**src/rtl/debug_op_fetch.sv**
```systemverilog
// Op-RAM fetch controller: host loads op bytes while idle, start streams a
// terminated op sequence downstream. Optional `DEBUG_OP_FETCH_LOOP_EN` replays the sequence forever.
module debug_op_fetch #(
    parameter logic [7:0]  TERM_BYTE = 8'h00,
    parameter int unsigned MAX_OPS   = 256
) (
    input  logic       clk,
    input  logic       reset_n,
    input  logic       start,
    input  logic       abort,
    input  logic [7:0] base_addr,
    input  logic       host_wr,
    input  logic [7:0] host_addr,
    input  logic [7:0] host_data,
    output logic       host_ack,
    output logic [7:0] op_data,
    output logic [7:0] op_addr,
    output logic       op_valid,
    input  logic       op_ready,
    output logic       busy,
    output logic       done,
    output logic       overrun,
    output logic       ram_ce,
    output logic       ram_oce,
    output logic       ram_wre,
    output logic       ram_reset,
    output logic [7:0] ram_ad,
    output logic [7:0] ram_din,
    input  logic [7:0] ram_dout
);

    localparam int unsigned AW = 8;
    localparam int unsigned DW = 8;
    localparam int unsigned CW = 9;

    typedef enum logic [2:0] {
        S_IDLE,
        S_READ,
        S_CAPT,
        S_PRESENT,
        S_DONE
    } state_t;

    state_t        state, state_n;
    logic [AW-1:0] ptr, ptr_n;
    logic [AW-1:0] base_q, base_n;
    logic [CW-1:0] count, count_n;
    logic [DW-1:0] op_data_n;
    logic [AW-1:0] op_addr_n;
    logic          op_valid_n;
    logic          overrun_n;
    logic          host_ack_n;

    assign busy      = (state != S_IDLE);
    assign ram_oce   = 1'b1;
    assign ram_reset = 1'b0;

    // State and datapath registers
    always_ff @(posedge clk or negedge reset_n) begin
        if (!reset_n) begin
            state    <= S_IDLE;
            ptr      <= '0;
            base_q   <= '0;
            count    <= '0;
            op_data  <= '0;
            op_addr  <= '0;
            op_valid <= 1'b0;
            overrun  <= 1'b0;
            host_ack <= 1'b0;
        end else begin
            state    <= state_n;
            ptr      <= ptr_n;
            base_q   <= base_n;
            count    <= count_n;
            op_data  <= op_data_n;
            op_addr  <= op_addr_n;
            op_valid <= op_valid_n;
            overrun  <= overrun_n;
            host_ack <= host_ack_n;
        end
    end

    // Next-state, datapath updates and RAM pin drive
    always_comb begin
        state_n    = state;
        ptr_n      = ptr;
        base_n     = base_q;
        count_n    = count;
        op_data_n  = op_data;
        op_addr_n  = op_addr;
        op_valid_n = op_valid;
        overrun_n  = overrun;
        host_ack_n = 1'b0;
        done       = 1'b0;
        ram_ce     = 1'b0;
        ram_wre    = 1'b0;
        ram_ad     = ptr;
        ram_din    = '0;

        case (state)
            S_IDLE: begin
                if (host_wr) begin
                    ram_ce     = 1'b1;
                    ram_wre    = 1'b1;
                    ram_ad     = host_addr;
                    ram_din    = host_data;
                    host_ack_n = 1'b1;
                end else if (start && !abort) begin
                    ptr_n     = base_addr;
                    base_n    = base_addr;
                    count_n   = '0;
                    overrun_n = 1'b0;
                    state_n   = S_READ;
                end
            end
            S_READ: begin
                ram_ce  = 1'b1;
                state_n = S_CAPT;
            end
            S_CAPT: begin
                if (ram_dout == TERM_BYTE) begin
`ifdef DEBUG_OP_FETCH_LOOP_EN
                    ptr_n   = base_q;
                    count_n = '0;
                    done    = 1'b1;
                    state_n = S_READ;
`else
                    state_n = S_DONE;
`endif
                end else begin
                    op_data_n  = ram_dout;
                    op_addr_n  = ptr;
                    op_valid_n = 1'b1;
                    state_n    = S_PRESENT;
                end
            end
            S_PRESENT: begin
                if (op_ready) begin
                    op_valid_n = 1'b0;
                    ptr_n      = AW'(ptr + AW'(1));
                    count_n    = CW'(count + CW'(1));
                    if (CW'(count + CW'(1)) == CW'(MAX_OPS)) begin
                        overrun_n = 1'b1;
                        state_n   = S_DONE;
                    end else begin
                        state_n = S_READ;
                    end
                end
            end
            S_DONE: begin
                done    = 1'b1;
                state_n = S_IDLE;
            end
            default: state_n = S_IDLE;
        endcase

        // Abort beats everything, including a same-cycle handshake
        if (abort && (state != S_IDLE)) begin
            state_n    = S_IDLE;
            ptr_n      = ptr;
            count_n    = count;
            overrun_n  = overrun;
            op_valid_n = 1'b0;
            done       = 1'b0;
        end
    end

endmodule

```
**config.mk**
```make
export PLATFORM = sky130hd
export DESIGN_NAME = debug_op_fetch
export DESIGN_NICKNAME = d
export VERILOG_FILES = /design/src/rtl/debug_op_fetch.sv
export SDC_FILE = /design/constraint.sdc
export NUM_CORES = 1
export LEC_CHECK = 0
export ABC_CLOCK_PERIOD_IN_PS = 2300
export CORE_ASPECT_RATIO = 1.1
export CORE_MARGIN = 2
export CORE_UTILIZATION = 60
export DETAILED_ROUTE_END_ITERATION = 10
export DONT_BUFFER_PORTS = 1
export PLACE_DENSITY = 0.78
export SLEW_MARGIN = 5
export SYNTH_ARGS = -nofsm -noshare
export SYNTH_HDL_FRONTEND = slang
export SYNTH_SLANG_ARGS = --single-unit
```
**constraint.sdc**
```tcl
create_clock -name clk -period 2.3 [get_ports clk]
set_input_delay 0.575 -clock clk [delete_from_list [all_inputs] [get_ports clk]]
set_output_delay 0.575 -clock clk [all_outputs]
set_load 0.01 [all_outputs]
```
# After elaboration in Yosys (flattened, before gate mapping)
# Index checks and enable logic that the tools add are counted.
dict set report totals {
  wordCells 71
  regBits 39
}
dict set report op_classes {
  bitwise 2
  n_reduce_logical 13
  n_addsub 2
  muxes 33
  n_eq_ne 13
}
# op n
set ops {}
lappend ops {{8-bit two-way mux} 7}
lappend ops {{9-bit two-way mux} 3}
lappend ops {{3-bit two-way mux} 6}
lappend ops {{9-bit case mux with 2 select lines} 1}
lappend ops {{8-bit case mux with 2 select lines} 1}
lappend ops {{3-bit inequality test (second input constant)} 4}
lappend ops {{3-bit case mux with 4 select lines} 1}
lappend ops {{1-bit two-way mux} 11}
lappend ops {{9-bit by 1-bit adder with 9-bit output (second input constant)} 1}
lappend ops {{9-bit == test (second input constant)} 1}
lappend ops {{8-bit by 1-bit adder with 8-bit output (second input constant)} 1}
lappend ops {{8-bit zero test} 1}
lappend ops {{2-bit inequality test (second input constant)} 4}
lappend ops {{3-bit by 2-bit == test with 1-bit output (second input constant)} 2}
lappend ops {{1-bit case mux with 2 select lines} 3}
lappend ops {{3-bit AND reduction} 2}
lappend ops {{6-bit AND reduction} 1}
lappend ops {{3-bit nonzero test} 2}
lappend ops {{5-bit AND reduction} 1}
lappend ops {{3-bit by 1-bit == test with 1-bit output (second input constant)} 1}
lappend ops {{3-bit == test (second input constant)} 1}
lappend ops {{3-bit zero test} 1}
lappend ops {{1-bit logical AND} 2}
lappend ops {{1-bit inverter} 2}
lappend ops {{3 further kinds} 3}

# Logic depth before layout (Yosys ltp)
# Gate-level depths: netlist of run 1.
dict set report depth {
  word_depth 6
  depth_mapped 7
  mapped_depth_nobuf 5
}

# Least setup slack after synthesis of run 1
# Ideal clock, no wire load.
dict set report synth_timing {
  path_kind {register to output}
  start {reg state[1]}
  end {out ram_ad[6]}
  arrival_time_ns 1.637
  path_slack_ns 0.088
  t_required_ns 1.725
  stages_incl_launch_ff 7
  path_cell_list {dfrtp_1 buf_6 or3_1 buf_2 nor2_8 buf_6 mux2_1}
}
dict set report synth_via {
  elab_chain_len 2
}
# item line
set synth_rtl {}
lappend synth_rtl {{from (decl)} 44} ;# state_t state, state_n;
lappend synth_rtl {{from (signal assigned)} 71} ;# state <= state_n;
lappend synth_rtl {{3-bit zero test} 100} ;# case (state)
lappend synth_rtl {{8-bit two-way mux} 100}
lappend synth_rtl {{to (decl)} 27} ;# output logic [7:0] ram_ad,
# No other way between the ends.

# Final worst setup path of run 1
dict set report layout_timing {
  start {reg state[0]}
  end {out ram_ad[7]}
}
# Same word-level chain as after synthesis.

==> impl_metrics.ini, run 1 <==
[sta]
fmax_mhz = 438
hold_viol = 0
fin_skew_ns = 0.00982
fin_setup_tns_ns = 0
maxSlewHeadroom_pct = 37.7
drv_slew = 0
min_period_ns = 2.29
holdWs_ns = 0.106
setup_viol = 0
worst_pin_slew_ns = 0.931
rsz0062_at_grt = true
min_period_over_period_pct = 99.4

[worst_setup_path]
reg2reg_slack_ns = 0.26
max_stage_delay_ns = 0.45
critical_path_class = flip-flop to output pin
path_cells = or3_4 > nor2_8 > mux2_2
crit_required_ns = 1.73
crit_fanout = 6
crit_slowest_cell = or3_4
cp.arrival_ns = 1.71
cp-end-kind = output pin
critPathBufInv = 0
cp_top_family = simple AND/OR/NAND/NOR gates
setup.worst_path.start_class = flip-flop

[logic_synthesis]
synth_edf_count = 0
avgSynthCellArea_um2 = 11.3
syn_nets = 240
ys_seq_elements = 39
synthDistinctLibCells = 55
yosysSeqAreaShare_pct = 43.4
postSynthCellCount = 200
synth_top_cell_by_area = dfrtp_1
yosys_warnings = 0
synthFlopType = dfrtp_1
synthesis.area_um2 = 2250
synth-async-reset-ratio_pct = 100
yosysTopAreaCellShare_pct = 43.4
synthTopCellsByArea = dfrtp_1 (43%), mux2_2 (12%), o211ai_1 (2.7%)

[floorplan]
num_io_pins = 79
rows = 23
fp.dieW_um = 62.4
dieHeight_um = 68.2
fp.dieArea_um2 = 4260
start_util_pct = 62.1
core_area_um2 = 3630

[placement]
portBuffers = 0
place_hpwl_um = 3710
dpl_cell_area_um2 = 2270
post-place-cells = 244
gp_congestion = 0.827

[route]
antenna_left = 0
maxUsedRoutingLayer = met4
met2_wirelength_um = 2760
wl_met1_um = 2010
drt-total-wl_um = 5290
dr_wl_met3_um = 375
dr.pass1.iters = 4
viasPerCell = 6.54
drtIter0Drc = 173
drcViolationCount = 0
vias = 1682
wl_per_cell_um = 20.6

[global_route]
grt_pass1_wl_um = 8290
first_global_vias = 1665
overflow = 0
grt_max_degree = 40
globalRouteTotalUtil_pct = 25.8
antenna_found_initial = 0

[min_path]
worstHoldPathType = primary input to asynchronous set/reset pin

[clock_network]
tritoncts = yes
clkLatencyLatePin_ns = 0.30
path_clk_slew_ns = 0.07
clkSinkCount = 39
cts-htree-levels = 2
root_buffer = clkbuf_8
numCtsBuffers = 5
cts_max_path_buffers = 2

[finish]
fin_cells = 257
drive_gt1_share_pct = 27.5
insertedDiodeCount = 0
area_delta_synth_final_pct = 7.11
final_area_um2 = 2410
layout.nets = 246

[pwr]
power_density_nw_per_um2 = 1000
p_leak_uw = 0.000992
max-vdd-ir-drop_v = 0.000655

[flow_run]
drv_cap = 0

[run_status]
status = complete, no violations
Yosys cell counts (2+ instances only):
cell type  number
buf_4           4
nor4_1          4
nor3b_1         3
nor4_4          2
o211ai_1        8
a211oi_2        2
buf_6           4
nand3_1         8
a21o_1          3
a31oi_1         2
inv_1           4
nor2_1          9
a21oi_1         5
a22o_1          2
dfrtp_1        39
nor3_1          7
or3_1           2
ha_1            2
a221o_1         5
and3_1          2
o21ai_0         6
nand3b_1        2
a211o_1         2
o22ai_1         2
mux2_2         23
buf_2           4
and2_1          8
a211oi_1        2
nand2_1         6
nand2b_1        2
conb_1          2
area by class of cell:
class | count | area [um2]
Clock inverter | 1 | 5.00
Timing Repair Buffer | 10 | 87.6
Fill cell | 296 | 1210
Tap cell | 50 | 62.6
Multi-Input combinational cell | 146 | 1190
Clock buffer | 7 | 76.3
Sequential cell | 39 | 976
Inverter | 4 | 15.0
power breakdown:
part	switching (uW)	internal [uW]	total (uW)
combinational	354	359	713
clock	234	213	447
sequential	321	929	1250
total	910	1500	2410
cell families (layout without fill, tap and decap cells):
group                    after synthesis  in the layout  share of synthesized area [%]
AO/OA/AOI/OAI                         47             47                           16.5
flip-flops                            39             39                           43.4
other                                  2              2                          0.334
multiplexers                          24             24                           12.0
adder cells (fa/ha/maj)                2              2                           1.11
AND/OR/NAND/NOR                       69             71                           21.7
buffers and inverters                 17             22                           5.06
final timing paths:
kind / to / cells past startpoint / startpoint
hold reg to reg: count[0] / 1 / count[0]
setup / recovery: ram_ad[7] / 3 / state[0]
setup reg to reg: ptr[1] / 4 / state[1]
max in group asynchronous: ptr[2] / 1 / reset_n
min in group clk: state[2] / 1 / abort
hold / removal: count[4] / 1 / reset_n
routing by layer:
metal	up-vias	track usage (%)
met5	-	0
met3	13	6.91
met4	0	15.3
met2	83	42.9
met1	823	30.8
li1	763	-
metrics by stage:
step                      util (%)  power, uW  setup WS [ns]
after floorplan                  -       1760         0.0878
after global placement        62.5       1870          0.241
after detailed placement      62.5       1910          0.203
after CTS                     66.3       2420        -0.0150
after global routing          66.5       2550        -0.0130
final                         66.5       2410         0.0148
layout by cell type, fill, tap and decap left out, types with 3 or more instances in the layout:
cell type	synthesis	layout
nor3_1	7	7
nor4_1	4	4
nor3b_1	3	3
nand2_1	6	6
a221o_1	5	5
o211ai_1	8	8
nor2_4	1	3
a21o_1	3	3
inv_1	4	4
clkbuf_8	0	5
mux2_2	23	23
o21ai_0	6	6
a21oi_1	5	5
nand3_1	8	8
and2_1	8	8
buf_4	4	9
dfrtp_1	39	39
nor2_1	9	9
worst reg2reg max path, stage by stage (launching register included):
cell	delay (ns)
dfrtp_1	0.39
buf_4	0.18
o21ai_0	0.68
nand2_1	0.28
a221o_1	0.41
registers in the layout (all words and copies together) (netlist names):
signal	count
host_ack	1
ptr	8
state	3
overrun	1
count	9
op_addr	8
op_valid	1
op_data	8
repair_timing:
action	CTS	global route
pin swaps	2	2
endpoints found under the setup margin	8	8
hold buffers	1	0
cloned	2	0
setup buffers	1	1
endpoints found under the hold margin	39	0
gates resized for setup	1	0
Note: power is estimated with default switching activity, not from simulation.
==> inputs of run 2 (changes only) <==
--- a/config.mk
+++ b/config.mk
@@ -5,7 +5,7 @@
 export SDC_FILE = /design/constraint.sdc
 export NUM_CORES = 1
 export LEC_CHECK = 0
-export ABC_CLOCK_PERIOD_IN_PS = 2300
+export ABC_CLOCK_PERIOD_IN_PS = 2600
 export CORE_ASPECT_RATIO = 1.1
 export CORE_MARGIN = 2
 export CORE_UTILIZATION = 60
==> constraint.sdc (replaced) <==
create_clock -name clk -period 2.6 [get_ports clk]
set_input_delay 0.65 -clock clk [delete_from_list [all_inputs] [get_ports clk]]
set_output_delay 0.65 -clock clk [all_outputs]
set_load 0.01 [all_outputs]
==> run 2 against run 1 <==
Flip-flop and latch count stayed put. Critical path depth is the same. Total power down 13%. Cell count down 2.3%. Via count is 1.6% lower. Register-to-register slack better by 0.26 ns. Sequential power down 12%. Count of clock-buffer cells in the layout stayed put. Die area unchanged. Setup slack better by 0.055 ns. Sequential share of layout area rose by 0.99 points. First-iteration DRC count decreased by 24%.
==> impl_metrics.ini, run 2 (synthesis results as in run 1) <==
[run_status]
status = complete, no violations

[clock_network]
root_buffer = clkbuf_8
tritoncts = yes
clkSinkCount = 39
cts-htree-levels = 2
cts_hold_buffers = 0
cts_max_path_buffers = 2
numCtsBuffers = 5
path_clk_slew_ns = 0.08
clkLatencyLatePin_ns = 0.29
cts_setup_buffers = 0

[sta]
maxSlewHeadroom_pct = 36.6
hold_viol = 0
min_period_ns = 2.53
worst_pin_slew_ns = 0.948
rsz0062_at_grt = false
min_period_over_period_pct = 97.3
holdWs_ns = 0.0436
worst_slack_ns = 0.0696
fin_setup_tns_ns = 0
fmax_mhz = 395
fin_skew_ns = 0.00850
drv_slew = 0
setup_viol = 0

[route]
vias = 1655
wl_per_cell_um = 20.6
drtIter0Drc = 131
drt-total-wl_um = 5180
antenna_left = 0
drcViolationCount = 0
viasPerCell = 6.59
dr.pass1.iters = 4

[finish]
seqCellArea_um2 = 976
drive_gt1_share_pct = 25.4
multi_input_comb_area_um2 = 1190
regMostFlops = count
largest_register_ffs = 9
final_cell_mix = dfrtp_1 (39), mux2_2 (23), nor2_1 (9)
area_delta_synth_final_pct = 4.56
final_common_cell = dfrtp_1
layout.nets = 240
insertedDiodeCount = 0
fin_cells = 251
n_fill_cell = 297

[worst_setup_path]
crit_required_ns = 1.95
r2r-end = ptr[1]
max_stage_delay_ns = 0.52
cp_top_family = simple AND/OR/NAND/NOR gates
rr_worst_depth = 5
crit_start = state[2]
reg2reg_slack_ns = 0.52
crit_fanout = 8
cp.arrival_ns = 1.88
path_cells = or3_4 > nor2_8 > mux2_2
r2r_start = state[1]
cp-end-kind = output pin
critPathBufInv = 0
crit_slowest_cell = or3_4
critical_path_class = flip-flop to output pin
setup.worst_path.start_class = flip-flop

[placement]
portBuffers = 0
post-place-cells = 241
place_hpwl_um = 3600
gp_congestion = 0.821
dp_slack_ns = 0.237

[pwr]
share_seq_of_total_power_pct = 52.5
power_density_nw_per_um2 = 893
p_sw_uw = 792
p_clk_share_pct = 18.8
share_comb_of_total_power_pct = 28.6
switching_share_pct = 37.7
p_int_uw = 1310
p_leak_uw = 0.000957
max-vdd-ir-drop_v = 0.000636

[global_route]
first_global_vias = 1543
globalRouteTotalUtil_pct = 24.2
grt_max_degree = 40
antenna_found_initial = 0
overflow = 0
grt_pass1_wl_um = 7790

[floorplan]
num_io_pins = 79
fp.dieW_um = 62.4
core_area_um2 = 3630
start_util_pct = 62.1
rows = 23
dieHeight_um = 68.2
fp.dieArea_um2 = 4260

[flow_run]
drv_cap = 0

[min_path]
worstHoldPathType = primary input to asynchronous set/reset pin
-- run 2: changes by cell type in the layout (fill, tap and decap cells not counted) --
cell	before	now
buf_4	9	4
buf_12	1	0
-- run 2: area by class of cell --
| type | count | share of cell area (%) |
|---|---|---|
| Clock buffer | 7 | 3.24 |
| Inverter | 4 | 0.638 |
| Timing Repair Buffer | 4 | 1.28 |
| Sequential cell | 39 | 41.5 |
| Tap cell | 50 | 2.66 |
| Clock inverter | 1 | 0.213 |
| Multi-Input combinational cell | 146 | 50.5 |
-- run 2: power groups by stage --
stage | Combinational [uW] | Sequential, uW | Clock [uW]
after floorplan | 523 | 1030 | 0
after global routing | 651 | 1140 | 432
final | 602 | 1100 | 396
after detailed placement | 584 | 1110 | 0
after global placement | 552 | 1090 | 0
after CTS | 599 | 1100 | 400
-- run 2: repair_timing --
action | in CTS | in global routing
cloned | 1 | 1
pin swaps | 1 | 1
resized for setup | 1 | 0
setup endpoints to repair | 8 | 8
-- run 2: worst max path at each step --
| stage | to | slack (ns) | depth (start not counted) |
|---|---|---|---|
| 3_3_place_gp | ram_ad[6] | 0.28 | 3 |
| 4_1_cts | ram_ad[6] | 0.009 | 3 |
| 3_5_place_dp | ram_ad[5] | 0.24 | 3 |
| 5_1_grt | ram_ad[3] | 0.02 | 3 |
| 6_report | ram_ad[5] | 0.07 | 3 |
| 2_1_floorplan | ram_ad[6] | 0.31 | 6 |
-- run 2: routing by layer --
layer | GRT usage (%) | wire length [um] | vias to the layer above
met2 | 41.0 | 2660 | 67
met3 | 7.07 | 334 | 7
met4 | 11.4 | 89 | 0
met1 | 29.0 | 2100 | 822
li1 | - | - | 759
met5 | 0 | 0 | -
-- run 2: per-stage QoR --
step,total power (uW),cell area (um2),util (%)
final,2100,2350,64.9
after global placement,1650,2240,61.9
after CTS,2100,2340,64.6
after detailed placement,1690,2240,61.9
after global routing,2220,2350,64.9
after floorplan,1550,2250,-
-- run 2: worst register-to-register path, cell delays in order (launching register included) --
cell	delay [ns]
dfrtp_1	0.38
buf_4	0.17
o21ai_0	0.66
buf_4	0.27
nand2_1	0.11
a221o_1	0.37
==> inputs of run 3 (changes only) <==
--- a/config.mk
+++ b/config.mk
@@ -5,6 +5,7 @@
 export SDC_FILE = /design/constraint.sdc
 export NUM_CORES = 1
 export LEC_CHECK = 0
+export ABC_AREA = 1
 export ABC_CLOCK_PERIOD_IN_PS = 2600
 export CORE_ASPECT_RATIO = 1.1
 export CORE_MARGIN = 2
==> run 3 against run 2 <==
Combinational power rose by 56%. Synthesized area increased by 0.56%. Count of clock-buffer cells in the layout is 1 lower. Die area rose by 0.51%. Highest routed layer unchanged.
==> impl_metrics.ini, run 3 <==
[pwr]
share_seq_of_total_power_pct = 41.5
p_leak_uw = 0.00113
switching_share_pct = 42.1
power_density_nw_per_um2 = 1040
share_comb_of_total_power_pct = 37.7
max-vdd-ir-drop_v = 0.000519
p_sw_uw = 1050
p_int_uw = 1440
p_clk_share_pct = 20.9

[finish]
final_common_cell = nand2_1
regMostFlops = count
layout.nets = 333
final_cell_mix = nand2_1 (87), dfrtp_1 (39), inv_1 (34)
n_fill_cell = 320
fin_cells = 344
drive_gt1_share_pct = 14.3
insertedDiodeCount = 0
largest_register_ffs = 9
area_delta_synth_final_pct = 6.03

[logic_synthesis]
synthMuxAreaShare_pct = 0
synth_top_family_by_area = simple AND/OR/NAND/NOR gates
ys_top_cells_by_count = nand2_1 (87), dfrtp_1 (39), inv_1 (34), o21ai_0 (23), nor2_1 (21)
yosys.area_share.simple_pct = 30.0
synth_edf_count = 0
yosysSeqAreaShare_pct = 43.1
synth-async-reset-ratio_pct = 100
synthDistinctLibCells = 36
synthFlopType = dfrtp_1
synthAdderAreaFrac_pct = 1.11
yosysMostFrequentCell = nand2_1
synth_compound_area_share_pct = 13.9
synth_top_cell_by_area = dfrtp_1
avgSynthCellArea_um2 = 7.72
synth-xor-area-share_pct = 1.93
synthesis.area_um2 = 2260
ys_seq_elements = 39
syn_nets = 333
postSynthCellCount = 293
synthTopCellsByArea = dfrtp_1 (43%), nand2_1 (14%), inv_1 (5.6%)
yosysTopAreaCellShare_pct = 43.1
yosys_warnings = 0

[worst_setup_path]
cp.arrival_ns = 1.73
crit_fanout = 19
crit_slowest_cell = dfrtp_1
path_cells = inv_2 > nand3_2 > inv_2 > nand2_4 > inv_2 > nand2_1 > o21ai_0
path_common_cell = inv_2
setup.worst_path.start_class = flip-flop
crit_end = ram_ad[6]
crit_start = state[2]
r2r_start = state[2]
cp-end-kind = output pin
rr_worst_depth = 9
reg2reg_slack_ns = 0.59
r2r-end = ptr[4]
crit_required_ns = 1.95
critical_path_class = flip-flop to output pin
max_stage_delay_ns = 0.45

[flow_run]
drv_cap = 0

[sta]
setup_viol = 0
fmax_mhz = 420
maxSlewHeadroom_pct = 66.4
rsz0062_at_grt = false
min_period_over_period_pct = 91.6
drv_slew = 0
fin_skew_ns = 0.00308
min_period_ns = 2.38
fin_setup_tns_ns = 0
hold_viol = 0
worst_pin_slew_ns = 0.500
holdWs_ns = 0.0483

[placement]
gp_congestion = 0.853
post-place-cells = 336
place_hpwl_um = 3310
portBuffers = 0

[global_route]
grt_max_degree = 40
globalRouteTotalUtil_pct = 21.7
first_global_vias = 1671
antenna_found_initial = 0
grt_pass1_wl_um = 7230
overflow = 0

[route]
viasPerCell = 5.50
dr.pass1.iters = 4
vias = 1891
drcViolationCount = 0
wl_per_cell_um = 13.0
antenna_left = 0
drtIter0Drc = 92
drt-total-wl_um = 4470

[floorplan]
dieHeight_um = 68.4
rows = 23
num_io_pins = 79
fp.dieArea_um2 = 4280
fp.dieW_um = 62.6
core_area_um2 = 3630
start_util_pct = 62.4

[clock_network]
cts-htree-levels = 2
post_cts_resize_count = 0
root_buffer = clkbuf_8
cts_setup_buffers = 0
numCtsBuffers = 5
cts_hold_buffers = 0
clkSinkCount = 39
cts_max_path_buffers = 2
clkLatencyLatePin_ns = 0.29
path_clk_slew_ns = 0.08
tritoncts = yes

[min_path]
worstHoldPathType = primary input to asynchronous set/reset pin

[run_status]
status = complete, no violations
run 3: cell count changes in the layout (fill, tap and decap cells not counted), moves of 4 or more:
cell	before	now
and2_1	8	0
inv_1	4	34
xor2_1	0	4
nand2_1	6	87
nand3_1	8	14
o211ai_1	8	3
inv_2	0	6
mux2_2	23	0
o21ai_1	0	9
nor2_1	9	21
a221o_1	5	0
o21ai_0	6	23
o211ai_2	0	4
run 3: final cells by class:
| cell class | instances | area (um2) | share of cell area (%) |
|---|---|---|---|
| clock buffers | 6 | 82.6 | 3.44 |
| repair buffers | 3 | 22.5 | 0.938 |
| well taps | 50 | 62.6 | 2.61 |
| multi-input cells | 204 | 1070 | 44.6 |
| clock inverters | 2 | 35.0 | 1.46 |
| inverters | 40 | 150 | 6.26 |
| flip-flops and latches | 39 | 976 | 40.7 |
run 3: kinds of logic after synthesis:
family	after synthesis
other	2
AND/OR/NAND/NOR	145
adder cells (fa/ha/maj)	2
flip-flops	39
XOR/XNOR	5
AO/OA/AOI/OAI	50
buffers and inverters	50
run 3: worst min path at each step:
stage | end | from | slack [ns] | cells after the start
after floorplan | count[0] | reset_n | 0.35 | 0
after global placement | op_addr[5] | reset_n | 0.36 | 0
after detailed placement | op_addr[6] | reset_n | 0.36 | 0
after CTS | count[7] | reset_n | 0.04 | 0
after global routing | ptr[7] | reset_n | 0.04 | 0
final | op_addr[6] | reset_n | 0.05 | 0
run 3: worst max-delay path, delay by kind of cell, from the launching register on:
family                 cells  cell delay, ns
DFF                        1            0.45
buffers and inverters      3            0.53
AOI/OAI and AO/OA          1            0.17
and+or+nand+nor            3            0.28
run 3: stage by stage:
step           instance area, um2  total power, uW  util (%)  worst slack, ns
2_1_floorplan                2260             1810         -            0.448
3_3_place_gp                 2280             1950      62.9            0.599
3_5_place_dp                 2280             1980      62.9            0.564
4_1_cts                      2400             2510      66.2            0.226
5_1_grt                      2400             2680      66.2            0.109
6_report                     2400             2490      66.2            0.219
run 3: power groups by stage:
stage	Clock, uW	Combinational [uW]	Sequential [uW]
floorplan	0	806	1010
global placement	0	916	1040
detailed placement	0	936	1050
CTS	532	948	1030
global route	553	1070	1060
finish	520	939	1040
run 3: metal layers:
| metal | vias to the layer above | track usage, % | routed length (um) |
|---|---|---|---|
| met2 | 66 | 37.6 | 2160 |
| met5 | - | 0 | 0 |
| met1 | 882 | 26.9 | 2000 |
| li1 | 935 | - | - |
| met4 | 0 | 9.44 | 76 |
| met3 | 8 | 4.11 | 238 |
